<file path="config.mk">
export PLATFORM = sky130hd
export DESIGN_NAME = core_sequencer
export DESIGN_NICKNAME = d
export VERILOG_FILES = /design/src/rtl/core_sequencer_pkg.sv /design/src/rtl/core_sequencer_edge_latch.sv /design/src/rtl/core_sequencer.sv
export SDC_FILE = /design/constraint.sdc
export NUM_CORES = 1
export LEC_CHECK = 0
export CAP_MARGIN = 20
export CORE_MARGIN = 5
export CORE_UTILIZATION = 60
export DETAILED_ROUTE_END_ITERATION = 16
export DONT_BUFFER_PORTS = 1
export HOLD_SLACK_MARGIN = 0.1
export PLACE_DENSITY_LB_ADDON = 0.05
export SYNTH_ARGS = -nofsm -noshare
export SYNTH_HDL_FRONTEND = slang
export SYNTH_SLANG_ARGS = --single-unit
</file>
<file path="constraint.sdc">
create_clock -name clock -period 2.5 [get_ports clock]
set_input_delay 0.25 -clock clock [delete_from_list [all_inputs] [get_ports clock]]
set_output_delay 0.25 -clock clock [all_outputs]
set_load 0.02 [all_outputs]
</file>
<file path="src/rtl/core_sequencer_pkg.sv">
// core_sequencer_pkg: core status command encoding and sequencer state enumeration.
package core_sequencer_pkg;
  localparam logic [1:0] ST_HOLD  = 2'b00;
  localparam logic [1:0] ST_START = 2'b01;
  localparam logic [1:0] ST_RUN   = 2'b10;
  localparam logic [1:0] ST_STOP  = 2'b11;
  typedef enum logic [2:0] {S_IDLE, S_ARM, S_RUN, S_FINISH, S_ABORT} seq_state_e;
endpackage

</file>
<file path="src/rtl/core_sequencer_edge_latch.sv">
// edge_latch: rising-edge detector on a core's end_process with a sticky, clearable done latch.
module edge_latch (
  input  logic clock,
  input  logic reset,
  input  logic clr,
  input  logic en,
  input  logic level,
  output logic fin
);
  logic prev, lat;
  // History follows the level every cycle, so a level already high at launch never counts.
  assign fin = lat | (en & level & ~prev);
  always_ff @(posedge clock or posedge reset)
    if (reset) begin
      prev <= 1'b0;
      lat  <= 1'b0;
    end else begin
      prev <= level;
      lat  <= clr ? 1'b0 : fin;
    end
endmodule

</file>
<file path="src/rtl/core_sequencer.sv">
// core_sequencer: launches enabled cores, tracks per-core completion and bounds the run with a timeout.
module core_sequencer
  import core_sequencer_pkg::*;
#(
  parameter int NUM_CORES = 4,
  parameter int TIMEOUT_W = 16
) (
  input  logic                   clock,
  input  logic                   reset,
  input  logic                   start,
  input  logic [NUM_CORES-1:0]   core_mask,
  input  logic [NUM_CORES-1:0]   end_process,
  output logic [2*NUM_CORES-1:0] status,
  output logic                   busy,
  output logic                   done,
  output logic                   timeout,
  output logic [TIMEOUT_W-1:0]   run_cycles
);
  if (NUM_CORES < 1 || NUM_CORES > 8 || TIMEOUT_W < 4) begin : g_bad_params
    $error("core_sequencer: NUM_CORES must be 1..8 and TIMEOUT_W must be >= 4");
  end

  seq_state_e             state;
  logic [NUM_CORES-1:0]   mask, fin;
  logic                   accept, all_fin;
  logic [TIMEOUT_W-1:0]   cyc_nxt;

  assign accept  = (state == S_IDLE) && start && |core_mask;
  assign all_fin = &(fin | ~mask);
  assign cyc_nxt = run_cycles + 1'b1;

  for (genvar i = 0; i < NUM_CORES; i++) begin : g_core
    edge_latch u_latch (
      .clock (clock),
      .reset (reset),
      .clr   (accept),
      .en    ((state == S_RUN) && mask[i]),
      .level (end_process[i]),
      .fin   (fin[i])
    );
  end

  // Disabled cores always see HOLD; enabled cores get `off` once finished, else `on`.
  function automatic logic [2*NUM_CORES-1:0] cmds(input logic [NUM_CORES-1:0] en,
                                                  input logic [NUM_CORES-1:0] f,
                                                  input logic [1:0] on,
                                                  input logic [1:0] off);
    cmds = '0;
    for (int i = 0; i < NUM_CORES; i++) cmds[2*i+:2] = en[i] ? (f[i] ? off : on) : ST_HOLD;
  endfunction

  always_ff @(posedge clock or posedge reset)
    if (reset) begin
      state      <= S_IDLE;
      mask       <= '0;
      status     <= '0;
      busy       <= 1'b0;
      done       <= 1'b0;
      timeout    <= 1'b0;
      run_cycles <= '0;
    end else begin
      done <= 1'b0;
      case (state)
        S_IDLE: if (accept) begin
          state      <= S_ARM;
          busy       <= 1'b1;
          mask       <= core_mask;
          timeout    <= 1'b0;
          run_cycles <= '0;
          status     <= cmds(core_mask, '0, ST_START, ST_START);
        end
        S_ARM: begin
          state  <= S_RUN;
          status <= cmds(mask, '0, ST_RUN, ST_RUN);
        end
        S_RUN: begin
          run_cycles <= cyc_nxt;
          // Completion takes priority over the all-ones count in the same cycle.
          if (all_fin || cyc_nxt == '1) begin
            state   <= all_fin ? S_FINISH : S_ABORT;
            done    <= all_fin;
            timeout <= !all_fin;
            status  <= cmds(mask, '1, ST_RUN, ST_STOP);
          end else status <= cmds(mask, fin, ST_RUN, ST_STOP);
        end
        default: begin
          state  <= S_IDLE;
          busy   <= 1'b0;
          status <= '0;
        end
      endcase
    end
endmodule

</file>
### Yosys cells after proc, flatten, opt, wreduce, memory -nomap -nowiden

Cells that the tools add are included.

* register bits after elaboration: 42
* word-level logic and storage cells: 98

* add/sub/neg operators: 1
* eq/ne operators: 5
* mux-type cells: 40
* bitwise gates (word level): 19
* reduce and logical (&&, ||, !) cells: 18

Operators with widths (count)
* 16-bit one-hot mux with 2 select lines: 1
* 2-bit two-way mux: 12
* 8-bit one-hot mux with 3 select lines: 1
* 1-bit two-way mux: 17
* 16-bit by 1-bit adder with 16-bit output (second input constant): 1
* 16-bit == test (second input constant): 1
* 16-bit two-way mux: 1
* 8-bit two-way mux: 2
* 3-bit two-way mux: 3
* 3-bit one-hot mux with 3 select lines: 1
* 1-bit AND: 8
* 2-bit AND reduction: 4
* 1-bit logical AND: 6
* 1-bit inverter: 5
* 2-bit by 1-bit != test with 1-bit output (second input constant): 2
* 4-bit inverter: 1
* 1-bit bitwise OR: 4
* 4-bit bitwise OR: 1
* 1-bit one-hot mux with 2 select lines: 2
* 4-bit AND reduction: 1
* 4-bit OR reduction: 1
* 3-bit by 1-bit == test with 1-bit output (second input constant): 1
* 3-bit by 2-bit == test with 1-bit output (second input constant): 1
* 3-bit logical NOT: 1
* other kinds (5): 5

### Logic depth before layout (Yosys ltp)

* word-level depth: 10
* gate-level depth with buffers: 7

### By module

A second synthesis with hierarchy kept.

* cells, all modules: 278
* area total of the unflattened synthesis: 2389.8 sq um

By module, submodules not included
* core_sequencer: times used 1, cells each 250, area each 2074.5 sq um
* edge_latch: times used 4, cells each 7, area each 78.8 sq um

### Worst setup path before layout

No wires, ideal clock.

* kind: register to register
* start point: register run_cycles[0]
* end point: register state[1]
* library setup time: 0.124 ns
* data arrival time: 2.023 ns
* required time: 2.376 ns
* slack: 0.353 ns
* stages on the path, launching flop included: 7
* cell sequence: dfrtp_1 -> ha_1 -> nand3_1 -> or3_1 -> a21boi_0 -> nand4_1 -> o31a_1

* word-level cells in the longest chain between the ends: 5

RTL lines
* start: declaration: RTL line core_sequencer.sv:17 `output logic [TIMEOUT_W-1:0] run_cycles`
* start signal: assignment: RTL line core_sequencer.sv:77 `run_cycles <= cyc_nxt;`
* 16-bit by 1-bit adder with 16-bit output: RTL line core_sequencer.sv:30 `assign cyc_nxt = run_cycles + 1'b1;`
* 16-bit == test: RTL line core_sequencer.sv:79 `if (all_fin || cyc_nxt == '1) begin`
* 1-bit logical OR: RTL line core_sequencer.sv:79
* 2-bit by 1-bit != test with 1-bit output (no line)
* 2-bit AND reduction (no line)
* end signal: assignment: RTL line core_sequencer.sv:80 `state <= all_fin ? S_FINISH : S_ABORT;`
* end: declaration: RTL line core_sequencer.sv:23 `seq_state_e state;`

No other way between the ends.
A chain may end at the register's enable or synchronous reset.

### Worst setup path after layout

Ends and elaborated chain as after synthesis.

==> metrics.md <==
| Metric | Value |
|---|---|
| HPWL Detailed | `3.73 mm` |
| Starting Density | `0.632` |
| Drt wl/cell | `17.9 microns` |
| Commonest cells post-synth | `42 x dfrtp_1, 29 x nand2_1, 27 x o21ai_0` |
| Post-route ant nets | `0` |
| Mapped Nets | `~250` |
| TritonCTS clock tree | `done` |
| Worst hold stages | `4` |
| FF-to-FF path depth | `6` |
| CP arrival | `2.43 ns` |
| Crit end category | `register` |
| Skew-Pair Late Insertion Delay | `approximately 0.37 ns` |
| Drt first pass iters | `5` |
| Ratio of cells with drive above 1 in the final layout | `0.111` |
| CP Class | `reg -> reg` |
| Clock transition at path regs | `between 0.1 and 0.15 ns` |
| Fin crit share | `0.867` |
| Register area | `around 1100 sq um` |
| # port buffers | `0` |
| Synth Cell Area | `2140 sq um` |
| R2r startpoint | `run_cycles[0]` |
| DP Cell Count | `281` |
| Final non-filler cell total | `about 300` |
| Post-synthesis sequential area ratio | `0.490` |
| Hold Path End | `status[2]` |
| RSZ-0062 raised after global routing | `false` |
| Number of clock sinks | `42` |
| Max Clock Freq | `~0.46 GHz` |
| R2R Setup Slk | `between 0.3 and 0.4 ns` |
| Ranking of synthesized cells by area | `dfrtp_1 49%, o21ai_0 6.3%, nand2_1 5.1%, nor2_1 3.9%, nand4_1 2.9%` |
| Area of the multi-input gates | `between 1000 and 1500 sq um` |
| H-Tree Depth | `2` |
| Startpoint types | `register` |
| PwrDens | `about 1100 nW/um^2` |
| Clock Power Share | `0.167` |
| EDFF count, synth | `0` |
| Synthesis-stage register bit count | `42` |
| First-pass GRT wire length | `about 9 mm` |
| Slew HR | `0.485` |
| Hold crit path type | `in -> reg` |
| WHS | `around 0.22 ns` |
| Clock Skews | `slightly below 0.009 ns` |
| Residual DRC | `0` |
| Worst hold start | `core_mask[1]` |
| Switching part of the total | `0.436` |
| Average cell area after synthesis | `~9.2 sq um` |
| Vias/cell | `roughly 6.5` |
| N_diodes | `0` |
| Critical path data required time | `~2.8 ns` |
| Die height | `69.8 microns` |
| Outcome | `finished, final reports clean` |
| Clock Path Buffers | `2` |
| # setup viols final | `0` |
| Pins Over Slew Limit | `0` |
| Cell internal pwr | `0.00150 W` |
| Die Wd | `approximately 70 microns` |
| TNS Setup | `0 ns` |
| Crit-path max FO | `6` |
| Worst R2R End | `state[1]` |
| DIE AREA | `a little under 5000 sq um` |
| Fill cell count | `roughly 250` |
| Reg power frac | `0.423` |
| Count leader, synth | `dfrtp_1` |
| Area post-placement | `2250 sq um` |
| Grt ovf | `0` |
| Post-synth ARST share | `1.00` |
| Initial antenna violation count | `0` |
| Core box area | `3390 sq um` |
| Post-route worst setup slack | `0.333 ns` |
| Rows | `21` |
| Iteration-0 DRC count of the detailed router | `around 320` |
| Root Buffer | `clkbuf_4` |
| Nets | `265` |
| Clock buffer count from CTS | `5` |
| Routability-driven placement congestion ratio | `a little over 0.9` |
| GR Util All Layers | `0.229` |
| Cells after synthesis | `233` |
| Post-route design area | `between 2000 and 2500 sq um` |
| Largest net degree at the start of global routing | `28` |
| NetSw | `between 0.001 and 0.0015 W` |
| Measured slew at the worst slew-check pin | `about 0.76 ns` |
| Area leader, netlist | `dfrtp_1` |
| Leak | `between 1 and 1.5 nW` |
| Via count | `around 1900` |
| Area grow syn2layout | `13.4%` |
| # Max-Cap Violations | `0` |
| Synth top area share | `0.490` |
| Top FF cell, synth | `dfrtp_1` |
| Ports | `38` |
| Hold Violations, Final | `0` |
| Final WL | `approximately 5.4 mm` |
| Worst VDD drop | `about 530 uV` |
| Pre-CTS setup slack | `approximately 0.36 ns` |
| Vias in the first global route | `1820` |
| Synth warn | `0` |
| Gate power share | `0.410` |
| Period minus WS final | `2.17 ns` |
| Cell variety after synth | `37` |
| Cts repair resizes | `0` |
==> how the worst max path moves through the flow <==
stage	to	slack, ns	cells past startpoint	from
after floorplan	state[1]	0.35	6	run_cycles[0]
after global placement	state[1]	0.46	6	run_cycles[0]
after detailed placement	state[1]	0.36	6	run_cycles[0]
after CTS	state[1]	0.35	6	run_cycles[0]
after global routing	state[1]	0.21	6	run_cycles[1]
final	state[1]	0.33	6	run_cycles[0]
==> power by group through the flow <==
stage	clock network (W)	registers [W]	logic (W)
finish	0.000444	0.00113	0.00109
CTS	0.000444	0.00112	0.00107
floorplan	0	0.00111	0.000772
global placement	0	0.00112	0.00103
global route	0.000485	0.00115	0.00121
detailed placement	0	0.00114	0.00105
==> worst max-delay path, stage by stage (launching register included) <==
cell and delay (ns):
dfrtp_1 0.37, ha_1 0.22, nand3_1 0.20, nor4_2 0.41, xor2_1 0.25, nand4_1 0.28
o31a_1 0.33
==> routing by layer <==
metal,share of wire,global-route usage
met5,0,0
met4,0.018,0.0702
met3,0.090,0.0565
met2,0.44,0.327
met1,0.45,0.338
==> metrics by stage <==
step           utilization  total power [W]
2_1_floorplan            -          0.00188
3_3_place_gp         0.664          0.00215
3_5_place_dp         0.664          0.00219
4_1_cts              0.717          0.00264
5_1_grt              0.717          0.00285
6_report             0.717          0.00266
==> cell families (layout without fill, tap and decap cells) <==
| logic type | count (synthesis) | count (layout) | share of synthesized area |
|---|---|---|---|
| and+or+nand+nor | 95 | 95 | 0.226 |
| adders and majority gates | 2 | 2 | 0.0117 |
| muxes | 3 | 3 | 0.0158 |
| xor gates and xnor gates | 6 | 6 | 0.0245 |
| AOI/OAI and AO/OA | 70 | 70 | 0.202 |
| DFF | 42 | 42 | 0.490 |
| buffers and inverters | 15 | 35 | 0.0292 |
==> cell usage in the layout, fill, tap and decap left out, types with 5 or more instances in the layout <==
cell type / instances
a31oi_1: 8
nand4_1: 10
dfrtp_1: 42
nor2_1: 22
dlygate4sd3_1: 10
nor2b_1: 5
a21oi_1: 11
buf_4: 13
o31ai_1: 5
clkbuf_4: 5
nand2_1: 29
o21ai_0: 27
==> state kept, by name, summed over array words and instances (netlist names) <==
signal               count
status                   8
g_core.u_latch.lat       4
state                    3
run_cycles              16
mask                     4
done                     1
timeout                  1
busy                     1
g_core.u_latch.prev      4
==> final cells by class <==
class	count	share of cell area
Sequential cell	42	0.433
Multi-Input combinational cell	176	0.424
Clock inverter	2	0.0154
Timing Repair Buffer	23	0.0814
Tap cell	46	0.0237
Inverter	4	0.00618
Clock buffer	6	0.0170
==> what timing repair did <==
action | in CTS | in global routing
setup buffers | 0 | 0
hold buffers | 10 | 0
endpoints found under the setup margin | 0 | 0
endpoints found under the hold margin | 25 | 0
(Power assumes the default switching activity.)
